**src/rtl/branch_predictor.sv**
```systemverilog
// Direct-mapped branch target buffer with 2-bit saturating counters and
// resolved-branch / misprediction statistics. Lookup is combinational.
module branch_predictor #(
    parameter int ENTRIES   = 16,
    parameter int PC_W      = 64,
    parameter int TAG_W     = 10,
    parameter int CNT_W     = 32,
    parameter int PRED_MODE = 1
) (
    input  logic             clk,
    input  logic             reset,
    input  logic [PC_W-1:0]  lookup_pc,
    output logic             pred_hit,
    output logic             pred_taken,
    output logic [PC_W-1:0]  pred_target,
    input  logic             upd_valid,
    input  logic [PC_W-1:0]  upd_pc,
    input  logic             upd_taken,
    input  logic [PC_W-1:0]  upd_target,
    input  logic             upd_pred_taken,
    input  logic             flush_all,
    output logic [CNT_W-1:0] stat_updates,
    output logic [CNT_W-1:0] stat_mispredicts
);

    localparam int IDX_W = $clog2(ENTRIES);

    logic [ENTRIES-1:0] valid_reg;
    logic [TAG_W-1:0]   tag_reg    [ENTRIES];
    logic [PC_W-1:0]    target_reg [ENTRIES];
    logic [1:0]         ctr_reg    [ENTRIES];

    logic [CNT_W-1:0]   stat_updates_reg;
    logic [CNT_W-1:0]   stat_mispredicts_reg;

    logic [IDX_W-1:0]   lookup_idx;
    logic [TAG_W-1:0]   lookup_tag;
    logic               lookup_match;

    logic [IDX_W-1:0]   upd_idx;
    logic [TAG_W-1:0]   upd_tag;
    logic               upd_hit;
    logic [1:0]         upd_ctr;
    logic [1:0]         ctr_next;
    logic [ENTRIES-1:0] upd_sel;
    logic               upd_mispredict;
    logic               unused_bits;

    // Only the index and tag fields of the update PC participate.
    assign unused_bits = ^upd_pc;

    assign lookup_idx = lookup_pc[IDX_W+1:2];
    assign lookup_tag = lookup_pc[IDX_W+1+TAG_W:IDX_W+2];
    assign upd_idx    = upd_pc[IDX_W+1:2];
    assign upd_tag    = upd_pc[IDX_W+1+TAG_W:IDX_W+2];

    for (genvar gi = 0; gi < ENTRIES; gi++) begin : g_sel
        assign upd_sel[gi] = (upd_idx == IDX_W'(gi));
    end

    // Outputs are gated by reset so the table contents are irrelevant while it is held.
    assign lookup_match = reset && valid_reg[lookup_idx] &&
                          (tag_reg[lookup_idx] == lookup_tag);

    always_comb begin
        pred_hit    = lookup_match;
        pred_taken  = 1'b0;
        pred_target = lookup_pc + PC_W'(4);
        if (lookup_match) begin
            pred_target = target_reg[lookup_idx];
            if (PRED_MODE == 1) begin
                pred_taken = ctr_reg[lookup_idx][1];
            end
        end
    end

    assign upd_hit = valid_reg[upd_idx] && (tag_reg[upd_idx] == upd_tag);
    assign upd_ctr = ctr_reg[upd_idx];

    always_comb begin
        ctr_next = upd_ctr;
        if (upd_taken) begin
            if (upd_ctr != 2'b11) begin
                ctr_next = upd_ctr + 2'b01;
            end
        end else begin
            if (upd_ctr != 2'b00) begin
                ctr_next = upd_ctr - 2'b01;
            end
        end
    end

    always_ff @(posedge clk) begin
        if (!reset) begin
            valid_reg <= '0;
            for (int i = 0; i < ENTRIES; i++) begin
                ctr_reg[i] <= 2'b01;
            end
        end else if (flush_all) begin
            valid_reg <= '0;
        end else if (upd_valid) begin
            for (int i = 0; i < ENTRIES; i++) begin
                if (upd_sel[i]) begin
                    if (upd_hit) begin
                        ctr_reg[i] <= ctr_next;
                        if (upd_taken) begin
                            target_reg[i] <= upd_target;
                        end
                    end else if (upd_taken) begin
                        // Allocation evicts whatever occupied this slot.
                        valid_reg[i]  <= 1'b1;
                        tag_reg[i]    <= upd_tag;
                        target_reg[i] <= upd_target;
                        ctr_reg[i]    <= 2'b10;
                    end
                end
            end
        end
    end

    assign upd_mispredict = upd_taken != upd_pred_taken;

    // Statistics keep counting through a flush; they saturate rather than wrap.
    always_ff @(posedge clk) begin
        if (!reset) begin
            stat_updates_reg     <= '0;
            stat_mispredicts_reg <= '0;
        end else if (upd_valid) begin
            if (stat_updates_reg != '1) begin
                stat_updates_reg <= stat_updates_reg + CNT_W'(1);
            end
            if (upd_mispredict && (stat_mispredicts_reg != '1)) begin
                stat_mispredicts_reg <= stat_mispredicts_reg + CNT_W'(1);
            end
        end
    end

    assign stat_updates     = stat_updates_reg;
    assign stat_mispredicts = stat_mispredicts_reg;

endmodule

```
**config.mk**
```make
export PLATFORM = sky130hd
export DESIGN_NAME = branch_predictor
export DESIGN_NICKNAME = d
export VERILOG_FILES = /design/src/rtl/branch_predictor.sv
export SDC_FILE = /design/constraint.sdc
export NUM_CORES = 2
export LEC_CHECK = 0
export CAP_MARGIN = 0
export CORE_MARGIN = 3
export CORE_UTILIZATION = 55
export CTS_BUF_LIST = sky130_fd_sc_hd__clkbuf_8
export CTS_CLUSTER_SIZE = 10
export DETAILED_ROUTE_END_ITERATION = 12
export PLACE_DENSITY = 0.78
export REMOVE_ABC_BUFFERS = 1
export SLEW_MARGIN = 20
export SYNTH_ARGS = -nofsm -noshare
export SYNTH_HDL_FRONTEND = slang
export SYNTH_SLANG_ARGS = --single-unit
export TNS_END_PERCENT = 20
```
**constraint.sdc**
```tcl
create_clock -name clk -period 5.6 [get_ports clk]
set_input_delay 1.12 -clock clk [delete_from_list [all_inputs] [get_ports clk]]
set_output_delay 1.12 -clock clk [all_outputs]
set_load 0.02 [all_outputs]
```
; Yosys cells after proc, flatten, opt, wreduce, memory -nomap -nowiden
; Memories as Yosys holds them, arrays and structs flattened.
; Cells that the tools add are included.
; W data, S select, Z words.
[totals]
ff_bits = 80
mem_bits_rw = 1216
output_inout_bits = 130
word_cells = 546
n_memories = 3
[op_classes]
n_addsub = 5
n_lt_le_gt_ge = 2
n_eq_ne = 21
n_mux = 392
n_bitwise = 50
n_reduce_logical = 55
[memory_table]
columns = name, words, width, rd, rd_ports_with_merged_regs, write_ports, line
row1 = target_reg, 16, 64, 1, 0, 1, 30  ; logic [PC_W-1:0] target_reg [ENTRIES];
row2 = tag_reg, 16, 10, 2, 0, 1, 29  ; logic [TAG_W-1:0] tag_reg [ENTRIES];
row3 = ctr_reg, 16, 2, 2, 0, 16, 31  ; logic [1:0] ctr_reg [ENTRIES];
[ops]
columns = op, n
row1 = $mux W64, 32
row2 = $reduce_or A64 Y1, 15
row3 = $mux W1, 278
row4 = $mux W10, 15
row5 = $reduce_or A10 Y1, 15
row6 = $mux W4, 30
row7 = $mux W2, 35
row8 = $add A32 B1 Y32 const B, 2
row9 = $add A64 B3 Y64 const B, 1
row10 = $ne A32 B32 Y1 const B, 2
row11 = $reduce_and A4 Y1, 16
row12 = $or A1 B1 Y1, 48
row13 = $eq A4 B4 Y1 const B, 8
row14 = $eq A10 B10 Y1, 2
row15 = $eq A4 B3 Y1 const B, 4
row16 = $lt A4 B5 Y1 const B, 2
row17 = $bmux W1 S4, 2
row18 = $eq A4 B2 Y1 const B, 2
row19 = $eq A4 B1 Y1 const B, 1
row20 = $logic_and A1 B1 Y1, 4
row21 = $logic_not A4 Y1, 1
row22 = $reduce_and A2 Y1, 2
row23 = $add A2 B1 Y2 const B, 1
row24 = $ne A2 B2 Y1 const B, 1
row25 = other kinds (5), 6

; Longest topological paths before layout
[depth]
depth_word = 26
ltp_mapped = 14
ltp_nobuf = 9

; Least setup slack after synthesis
; Ideal clock, no wire load.
[synth_path]
kind = in2reg
start = input port upd_pc[3]
end = memory ctr_reg[14][0] (data pin)
setup_ps = 266
t_arrival_ps = 5464
setup_slack_ps = -131
path_stages = 9
n_path_buf = 4
cell_sequence = buf_6 > buf_2 > buf_4 > buf_4 > nand2_1 > nor2_1 > or2b_4 > inv_2 > nor2_1
[synth_lines]
columns = item, line
row1 = start: declaration, 17  ; input logic [PC_W-1:0] upd_pc,
row2 = end: declaration, 31

; Worst setup path in the final report
[layout_path]
start = input port lookup_pc[2]
end = output port pred_target[4]
[layout_via]
elab_chain_len = 5
elab_cells_between_ends = 9
classes_between = add/sub (1) / eq/ne (1) / mux (3) / reduce/logical (2) / memory (2)
[layout_rtl]
columns = item, line
row1 = start: declaration, 12  ; input logic [PC_W-1:0] lookup_pc,
row2 = "parallel branches: the longest is 4 deep, another holds $add A64 B3 Y64", --
row3 = $mux W64 (*), 69  ; if (lookup_match) begin
row4 = end: declaration, 15  ; output logic [PC_W-1:0] pred_target,
; Mark *: on every way between the ends. The select of a mux whose other input is x is not followed.

==> results.sh <==
export IMPL_status="complete, no violations"
export IMPL_avgRoutedWirePerCell_um=28.24
export IMPL_nets=3453
export IMPL_skew_ns=0.06041
export IMPL_clk_pin_slew_ns=0.06
export IMPL_drive_gt1_frac=0.2520
export IMPL_die_y_um=318.2
export IMPL_cts_root_buffer="clkbuf_8"
export IMPL_grtUsageTotal=0.2631
export IMPL_async_flop_share=0
export IMPL_worst_setup_path_start_kind="input port"
export IMPL_grt_max_degree=129
export IMPL_p_leak_nw=20.42
export IMPL_vias=29850
export IMPL_synth_cell_type_count=64
export IMPL_drt_iter0_markers=3762
export IMPL_synth_seq_area_share=0.7111
export IMPL_grt_ovfl_total=0
export IMPL_drtPass1Iterations=6
export IMPL_fin_crit_sh=0.9841
export IMPL_r2r_setup_slack_ns=1.99
export IMPL_max_slew_worst_pin_slew_ns=1.089
export IMPL_synth_top_area_cell="edfxtp_1"
export IMPL_wl_um=132600
export IMPL_clk_latency_ns=0.89
export IMPL_synth_edff_count=1216
export IMPL_dp_hpwl_um=77360
export IMPL_rsz0062_at_grt="no"
export IMPL_worstSetupPathType="input port to output port"
export IMPL_vdd_drop_max_mv=0.2329
export IMPL_synth_ff_type="edfxtp_1"
export IMPL_num_rows=113
export IMPL_min_from="valid_reg[15]"
export IMPL_hold_path_class="register to register"
export IMPL_largest_reg_flops=1024
export IMPL_syn_area_per_cell_um2=19.31
export IMPL_ios=328
export IMPL_final_setup_viol_count=0
export IMPL_utilization=0.6543
export IMPL_synth_top_area_share=0.6812
export IMPL_rr_startpoint="tag_reg[10][0]"
export IMPL_crit_fanout=22
export IMPL_max_freq_mhz=181.4
export IMPL_critPathRequiredTime_ns=4.48
export IMPL_gr_usage_met3=0.06076
export IMPL_syn_to_final_growth_pct=17.01
export IMPL_cts_sinks=1296
export IMPL_die_area_um2=101200
export IMPL_use_met2=0.4261
export IMPL_cp_arrival_ns=4.39
export IMPL_core_um2=95860
export IMPL_htreeDepth=4
export IMPL_ys_top_cells_by_area="edfxtp_1 (68%), mux4_2 (17%), dfxtp_1 (3.0%)"
export IMPL_antenna_left=0
export IMPL_cts_inserted_buffers=200
export IMPL_critPathCaptureType="output port"
export IMPL_p_per_area_nw_per_um2=304.9
export IMPL_initial_core_util=0.5592
export IMPL_port_buffers=277
export IMPL_antenna_found_initial=20
export IMPL_maxCapViolCount=0
export IMPL_place_ws_ns=-0.1573
export IMPL_grt_pass1_vias=30770
export IMPL_routabilityCongestion=0.8870
export IMPL_grt_pass1_wl_um=197300
export IMPL_slew_headroom=0.2715
export IMPL_period_needed_ns=5.511
export IMPL_grt_use_met1=0.3578
export IMPL_synth_warnings=0
export IMPL_hold_viol=0
export IMPL_synth_most_common_cell="edfxtp_1"
export IMPL_busiest_layer="met2"
export IMPL_n_fill_cell=6145
export IMPL_routed_via_density=6.357
export IMPL_syn_area_um2=53600
export IMPL_maxSlewViolCount=0
export IMPL_cts_buffer_depth=3
export IMPL_yosys_top_cells_count="edfxtp_1 (1216), mux4_2 (405), nand2_1 (153)"
export IMPL_dieWidth_um=318.2
export IMPL_synth_seq_cells=1296
export IMPL_drc_errors=0
export IMPL_crit_start="lookup_pc[2]"
export IMPL_cts_tree="done"
export IMPL_whs_ns=0.4665
export IMPL_synthCells=2776
export IMPL_post_route_worst_setup_slack_ns=0.08881
==> per-layer routing <==
| metal | routed length (um) | vias up |
|---|---|---|
| li1 | - | 12380 |
| met1 | 48510 | 15380 |
| met2 | 66490 | 1797 |
| met3 | 13730 | 276 |
| met4 | 3762 | 12 |
| met5 | 72 | - |
==> where the power goes <==
part	switching [mW]	internal, mW
sequential	0.0196	10.6
clock	3.71	3.55
combinational	0.645	0.564
==> stage by stage <==
| stage | std cells | area [um^2] | power [mW] | TNS [ns] |
|---|---|---|---|---|
| after floorplan | 2627 | 52900 | 11.40 | -720.47 |
| after global placement | 4313 | 58900 | 12.03 | -0.1182 |
| after detailed placement | 4313 | 58900 | 12.08 | -0.2897 |
| after CTS | 4680 | 62580 | 19.27 | 0 |
| after global routing | 4689 | 62710 | 19.78 | 0 |
| final | 4695 | 62720 | 19.13 | 0 |
==> final cells by class <==
type / count / area [um^2] / area share
clock inverter: 166 / 912.1 / 0.01454
inverter: 33 / 123.9 / 0.001975
timing repair buffer: 423 / 4379 / 0.06982
tap: 1265 / 1583 / 0.02523
antenna: 13 / 32.53 / 0.0005187
multi-input combinational: 1298 / 14810 / 0.2361
clock buffer: 201 / 2766 / 0.04411
sequential: 1296 / 38120 / 0.6077
==> repair_timing <==
action | in CTS | in global routing
buffers inserted | 0 | 2
resized for setup | 6 | 42
hold buffers | 0 | 0
endpoints found under the setup margin | 17 | 41
pin swaps | 0 | 1
==> worst paths after layout <==
check | end | depth (start not counted)
setup / recovery | pred_target[4] | 13
hold / removal | valid_reg[15] | 2
setup reg to reg | tag_reg[7][6] | 11
hold reg to reg | valid_reg[15] | 2
==> cells in the final DEF, fill, tap and decap left out, types with 9 or more instances in the layout <==
cell type,instances
a21o_1,9
a21oi_1,22
a22oi_1,13
and2_1,12
and3_1,19
and4_1,13
buf_12,35
buf_4,120
clkbuf_8,201
clkdlybuf4s50_1,220
clkinv_1,64
clkinv_2,20
dfxtp_1,80
diode_2,13
dlymetal6s2s_1,37
edfxtp_1,1216
inv_1,89
mux2_2,11
mux2i_1,65
mux4_2,405
nand2_1,153
nand2b_1,10
nand3_1,63
nand4_1,35
nor2_1,110
nor2_4,15
nor3_1,19
nor4_1,9
o21ai_0,69
o21ai_1,21
or3_1,20
xnor2_1,75
xor2_1,53
==> worst max-delay path, cell delays in order <==
cell and delay (ns):
buf_12 0.19, buf_12 0.21, buf_4 0.13, mux4_2 0.49, mux2i_1 0.15, mux2i_1 0.15, xnor2_1 0.26, nand3_1 0.17
nor3_4 0.20, buf_12 0.23, nand2_1 0.08, o21ai_1 0.27, clkdlybuf4s50_1 0.70
==> logic make-up after synthesis <==
group	share of synthesized area
xor+xnor	0.02091
mux	0.1857
flops	0.7111
simple gates	0.04661
fa+ha+maj	0.001074
buf+inv	0.01550
compound gates	0.01909
Power figures use the tool's default switching activity.
